$ cat src/rtl/seq_detect_pkg.sv
// Shared defaults and helpers for the programmable serial pattern detector.
package seq_detect_pkg;

    localparam int MASK_W = 32;

    localparam logic [7:0] DEF_PATTERN = 8'b0000_1101;
    localparam int         DEF_LEN     = 4;
    localparam logic       DEF_OVERLAP = 1'b1;

    // Low-len-bit compare mask; patterns wider than MASK_W are not supported.
    function automatic logic [MASK_W-1:0] len_mask(input int unsigned len);
        logic [MASK_W-1:0] m;
        m = '0;
        for (int unsigned i = 0; i < MASK_W; i++) begin
            if (i < len) begin
                m[i] = 1'b1;
            end
        end
        return m;
    endfunction

endpackage

$ cat src/rtl/sat_counter.sv
// Saturating up-counter; a clear in the same cycle as an increment yields 1.
module sat_counter #(
    parameter int W = 8
) (
    input  logic         clk,
    input  logic         rst,
    input  logic         clr,
    input  logic         inc,
    output logic [W-1:0] cnt
);

    logic [W-1:0] cnt_q;
    logic [W-1:0] cnt_d;
    logic [W-1:0] base;

    always_comb begin
        base  = clr ? '0 : cnt_q;
        cnt_d = base;
        if (inc && (base != '1)) begin
            cnt_d = base + 1'b1;
        end
    end

    always_ff @(posedge clk) begin
        if (rst) begin
            cnt_q <= '0;
        end else begin
            cnt_q <= cnt_d;
        end
    end

    assign cnt = cnt_q;

endmodule

$ cat src/rtl/seq_detect_prog.sv
// Runtime-programmable serial pattern detector with Mealy match pulse,
// registered copy and saturating match counter.
module seq_detect_prog
    import seq_detect_pkg::*;
#(
    parameter  int MAX_LEN = 8,
    parameter  int CNT_W   = 8,
    localparam int LEN_W   = $clog2(MAX_LEN + 1)
) (
    input  logic               clk,
    input  logic               rst,
    input  logic               din_valid,
    input  logic               din,
    input  logic               cfg_we,
    input  logic [MAX_LEN-1:0] cfg_pattern,
    input  logic [LEN_W-1:0]   cfg_len,
    input  logic               cfg_overlap,
    input  logic               cnt_clr,
    output logic               y,
    output logic               y_reg,
    output logic [CNT_W-1:0]   match_cnt
);

    logic [MAX_LEN-1:0] pat_q;
    logic [LEN_W-1:0]   len_q;
    logic               ovl_q;
    logic [MAX_LEN-2:0] hist_q, hist_d;
    logic [LEN_W-1:0]   fill_q, fill_d;
    logic               y_q;

    logic [MAX_LEN-1:0] window;
    logic [MASK_W-1:0]  mask;
    logic [MASK_W-1:0]  diff;
    logic               cfg_ok;
    logic               sample;
    logic               armed;
    logic               hit;

    assign cfg_ok = (cfg_len != '0) && (cfg_len <= LEN_W'(MAX_LEN));
    assign sample = din_valid && !cfg_we;

    // Newest bit sits at index 0, matching the pattern bit order.
    assign window = {hist_q, din};
    assign mask   = len_mask(32'(len_q));
    assign diff   = MASK_W'(window ^ pat_q);
    assign armed  = fill_q >= (len_q - LEN_W'(1));
    assign hit    = sample && armed && ((diff & mask) == '0);
    assign y      = hit && !rst;

    always_comb begin
        hist_d = hist_q;
        fill_d = fill_q;
        if (cfg_we) begin
            if (cfg_ok) begin
                hist_d = '0;
                fill_d = '0;
            end
        end else if (din_valid) begin
            hist_d = window[MAX_LEN-2:0];
            if (hit && !ovl_q) begin
                fill_d = '0;
            end else if (fill_q != LEN_W'(MAX_LEN)) begin
                fill_d = fill_q + 1'b1;
            end
        end
    end

    always_ff @(posedge clk) begin
        if (rst) begin
            pat_q  <= MAX_LEN'(DEF_PATTERN);
            len_q  <= LEN_W'(DEF_LEN);
            ovl_q  <= DEF_OVERLAP;
            hist_q <= '0;
            fill_q <= '0;
            y_q    <= 1'b0;
        end else begin
            if (cfg_we && cfg_ok) begin
                pat_q <= cfg_pattern;
                len_q <= cfg_len;
                ovl_q <= cfg_overlap;
            end
            hist_q <= hist_d;
            fill_q <= fill_d;
            y_q    <= y;
        end
    end

    assign y_reg = y_q;

    sat_counter #(
        .W(CNT_W)
    ) u_match_cnt (
        .clk(clk),
        .rst(rst),
        .clr(cnt_clr),
        .inc(y),
        .cnt(match_cnt)
    );

endmodule
$ cat config.mk
export PLATFORM = sky130hd
export DESIGN_NAME = seq_detect_prog
export DESIGN_NICKNAME = d
export VERILOG_FILES = /design/src/rtl/seq_detect_pkg.sv /design/src/rtl/sat_counter.sv /design/src/rtl/seq_detect_prog.sv
export SDC_FILE = /design/constraint.sdc
export NUM_CORES = 1
export LEC_CHECK = 0
export ABC_AREA = 1
export BUFFER_PORTS_ARGS = -buffer_cell sky130_fd_sc_hd__buf_2
export CORE_MARGIN = 5
export CORE_UTILIZATION = 55
export CTS_CLUSTER_SIZE = 30
export DETAILED_ROUTE_END_ITERATION = 16
export HOLD_SLACK_MARGIN = 0.08
export PLACE_DENSITY = 0.77
export SYNTH_ARGS = -nofsm -noshare
export SYNTH_HDL_FRONTEND = slang
export SYNTH_HIERARCHICAL = 1
export SYNTH_SLANG_ARGS = --single-unit
$ cat constraint.sdc
create_clock -name clk -period 2.5 [get_ports clk]
set_input_delay 0.5 -clock clk [delete_from_list [all_inputs] [get_ports clk]]
set_output_delay 0.5 -clock clk [all_outputs]
set_load 0.02 [all_outputs]
==> summary.md <==
| Metric | Value |
|---|---|
| Setup crit end kind | output port |
| Die Width | 69.2 um |
| Violation count after the first detailed-routing iteration | 135 |
| Flops & latches, synth | 33 |
| Routed WL | 4390 um |
| Net Count, Synth | 314 |
| Inserted Clock Buffers | 5 |
| I/O pin cnt | 29 |
| Number of global-route vias before repair | 1,745 |
| Longest Clk Path Bufs | 2 |
| MaxCap Viol Count | 0 |
| Drc violations | 0 |
| Critical R2R Capture | u_match_cnt/cnt[6]$_SDFF_PP0_ |
| # port buffers | 28 |
| Slew Viols, Final | 0 |
| GRT overflow | 0 |
| Final worst clock skew | 0.00390 ns |
| Antenna cells | 0 |
| # rows | 21 |
| Clock Latency Late Sink | 0.33 ns |
| Htree depth | 2 |
| Largest cells by area after synthesis | dfxtp_1, nand2_1, inv_1 |
| Vias per cell | 4.87 |
| YS warnings | 6 |
| Core area | 0.00336 sq mm |
| Global-route wire length before repair | 7370 um |
| Top_reg_cell synth | dfxtp_1 |
| Fin crit share | 99.5% |
| Top post-synthesis cells by count | nand2_1, inv_1, dfxtp_1 |
| Cell area after synthesis | 0.00193 sq mm |
| Vias | 1,839 |
| Slew margin rel. | 66.6% |
| P_leak | 1.15 nW |
| Share of synthesized registers carrying an async set or reset | 0% |
| Routed WL per cell | 11.6 um |
| Starting Density | 57.3% |
| Final hold slack | 0.363 ns |
| Post-Syn Instances | 286 |
| Most common cell in the synthesized netlist | nand2_1 |
| Hold Violations, Final | 0 |
| Routing usage on met1 | 22.4% |
| Post-synth EDFFs | 0 |
| Critical-path cell list | inv_4 > ha_4 > xnor2_2 > ha_1 > nand2_1 > nor2_1 > nor2_2 > nor2_2 > nand2_2 > nor2_4 > buf_6 |
| CTS Root Cell | clkbuf_4 |
| Antenna-violating nets left | 0 |
| RSZ-0062 raised after global routing | true |
| CP max FO | 3 |
| DRT Pass-1 Iters | 4 |
| Startpoint types | flip-flop |
| R2R depth | 19 |
| Initial antenna violation count | 0 |
| Clock transition at path regs | 0.10 ns |
| Critical path's top delay family | simple AND/OR/NAND/NOR gates |
| GR met3 Demand/Resource | 4.78% |
| Layout cells sized above 1 | 25.6% |
| Cell variety after synth | 26 |
| TritonCTS clock tree | yes |
| P&R area growth vs syn | 22.5% |
| Hold Crit Endpoint | pat_q[0]$_SDFFE_PP1P_ |
| Post-DP HPWL | 2980 um |
| Setup CP Type | reg2out |
| Data arrival, critical path | 1.99 ns |
| Die Height | 69.2 um |
| Status | finished, final reports clean |
| CP max stage delay | 0.37 ns |
| Min Tclk post-route | 2.49 ns |
| RR Startpoint | len_q[1]$_SDFFE_PP0P_ |
| Worst hold path depth | 3 |
| Sequential fraction of the synthesis area | 34.3% |
| Hold path startpoint | cfg_pattern[0] |
| Synth top area share | 34.3% |
| Sink Count | 33 |
| Total power | 0.00120 W |
| Fmax | 402 MHz |
| GRT met2 Usage | 31.0% |
| Number of buffers and inverters on the critical path | 2 |
| Gr busiest metal | met2 |
| Register-to-register setup slack | 0.08 ns |
| P per Cell Area | 510 mW/mm^2 |
| Fin nets | 359 |
| Yosys top cell by area | dfxtp_1 |
| Worst Path Required | 2.00 ns |
| Largest net degree at the start of global routing | 16 |
| Hold Crit Class | in2reg |
| Actual slew at the worst max-slew pin | 0.501 ns |
| Total track usage | 18.5% |
| Most frequent CP cell | nor2_2 |
| Die ar. | 0.00479 sq mm |
| Final setup margin | 0.0135 ns |
| Avg Cell Area, Syn | 6.74 sq um |
| Hold_buf cts | 0 |
| Dpl ws | 0.109 ns |
| Worst IR Drop VDD | 0.000365 V |
| # setup viols final | 0 |
| CP max stage cell | dfxtp_2 |
| GP Congestion | 0.818 |
worst reg2reg max path, cell delays in order (launching register included):
cell     delay (ns)
dfxtp_2        0.37
inv_4          0.06
ha_4           0.17
xnor2_2        0.13
ha_1           0.27
nand2_1        0.06
nor2_1         0.13
nor2_2         0.06
nor2_2         0.11
nand2_2        0.09
nor2_4         0.10
buf_4          0.11
buf_4          0.10
nand2_1        0.06
inv_2          0.07
nand3_4        0.10
nor2_4         0.17
nand3_2        0.08
nand2_1        0.07
nor2_1         0.04
layer usage:
layer	share of wire, %	up-vias
li1	-	981
met1	45	801
met2	47	51
met3	6.5	6
met4	1.3	0
met5	0	-
worst max path at each step:
| stage | slack [ns] | depth (start not counted) | end | startpoint |
|---|---|---|---|---|
| finish | 0.01 | 11 | y | len_q[1]$_SDFFE_PP0P_ |
| global route | -0.14 | 13 | y | len_q[1]$_SDFFE_PP0P_ |
| CTS | -0.01 | 13 | y | len_q[0]$_SDFFE_PP0P_ |
| detailed placement | 0.11 | 19 | u_match_cnt/cnt[6]$_SDFF_PP0_ | len_q[0]$_SDFFE_PP0P_ |
| global placement | 0.20 | 19 | u_match_cnt/cnt[6]$_SDFF_PP0_ | len_q[0]$_SDFFE_PP0P_ |
| floorplan | 0.05 | 19 | u_match_cnt/cnt[6]$_SDFF_PP0_ | len_q[0]$_SDFFE_PP0P_ |
cells in the final DEF (no fill, tap or decap), drive strengths merged:
cell type,synthesis,layout
a221oi,1,1
buf,2,42
nand3,21,21
a21oi,25,25
xnor2,2,2
or2,1,1
inv,50,50
ha,9,9
nor2,34,34
dfxtp,33,33
xor2,4,4
o211ai,4,4
bufinv,0,1
nand4,2,2
nand2,85,85
clkbuf,2,7
o21ai,11,11
cells by family (layout without fill, tap and decap cells):
logic type / Yosys count / after routing / synth area share, %
AND/OR/NAND/NOR: 143 / 143 / 34.3
buffers and inverters: 54 / 100 / 11.3
AO/OA/AOI/OAI: 41 / 41 / 11.6
flip-flops: 33 / 33 / 34.3
adder cells (fa/ha/maj): 9 / 9 / 5.84
XOR/XNOR: 6 / 6 / 2.73
stage by stage:
step	TNS, ns	instance area [sq um]	utilization, %	instances
floorplan	0	1930	-	286
global placement	0	2110	62.9	358
detailed placement	0	2110	62.9	358
CTS	-0.0120	2300	68.5	376
global route	-0.612	2360	70.2	378
finish	0	2360	70.2	378
layout make-up:
cell class	count	area [sq um]
Clock inverter	1	30.0
Sequential cell	33	667
Fill cell	308	1000
Timing Repair Buffer	42	251
Clock buffer	7	55.1
Tap cell	46	57.6
Inverter	50	195
Multi-Input combinational cell	199	1100
repair_timing:
action                                  CTS  global route
resized for setup                        11            12
pin swaps                                 6            11
endpoints found under the setup margin    1             7
setup buffers                            10             2
power by group:
group,leakage [nW],internal [W],switching [W]
combinational,0.838,0.0000917,0.000126
clock,0.0455,0.000239,0.000181
sequential,0.270,0.000547,0.0000179
Power figures use the tool's default switching activity.
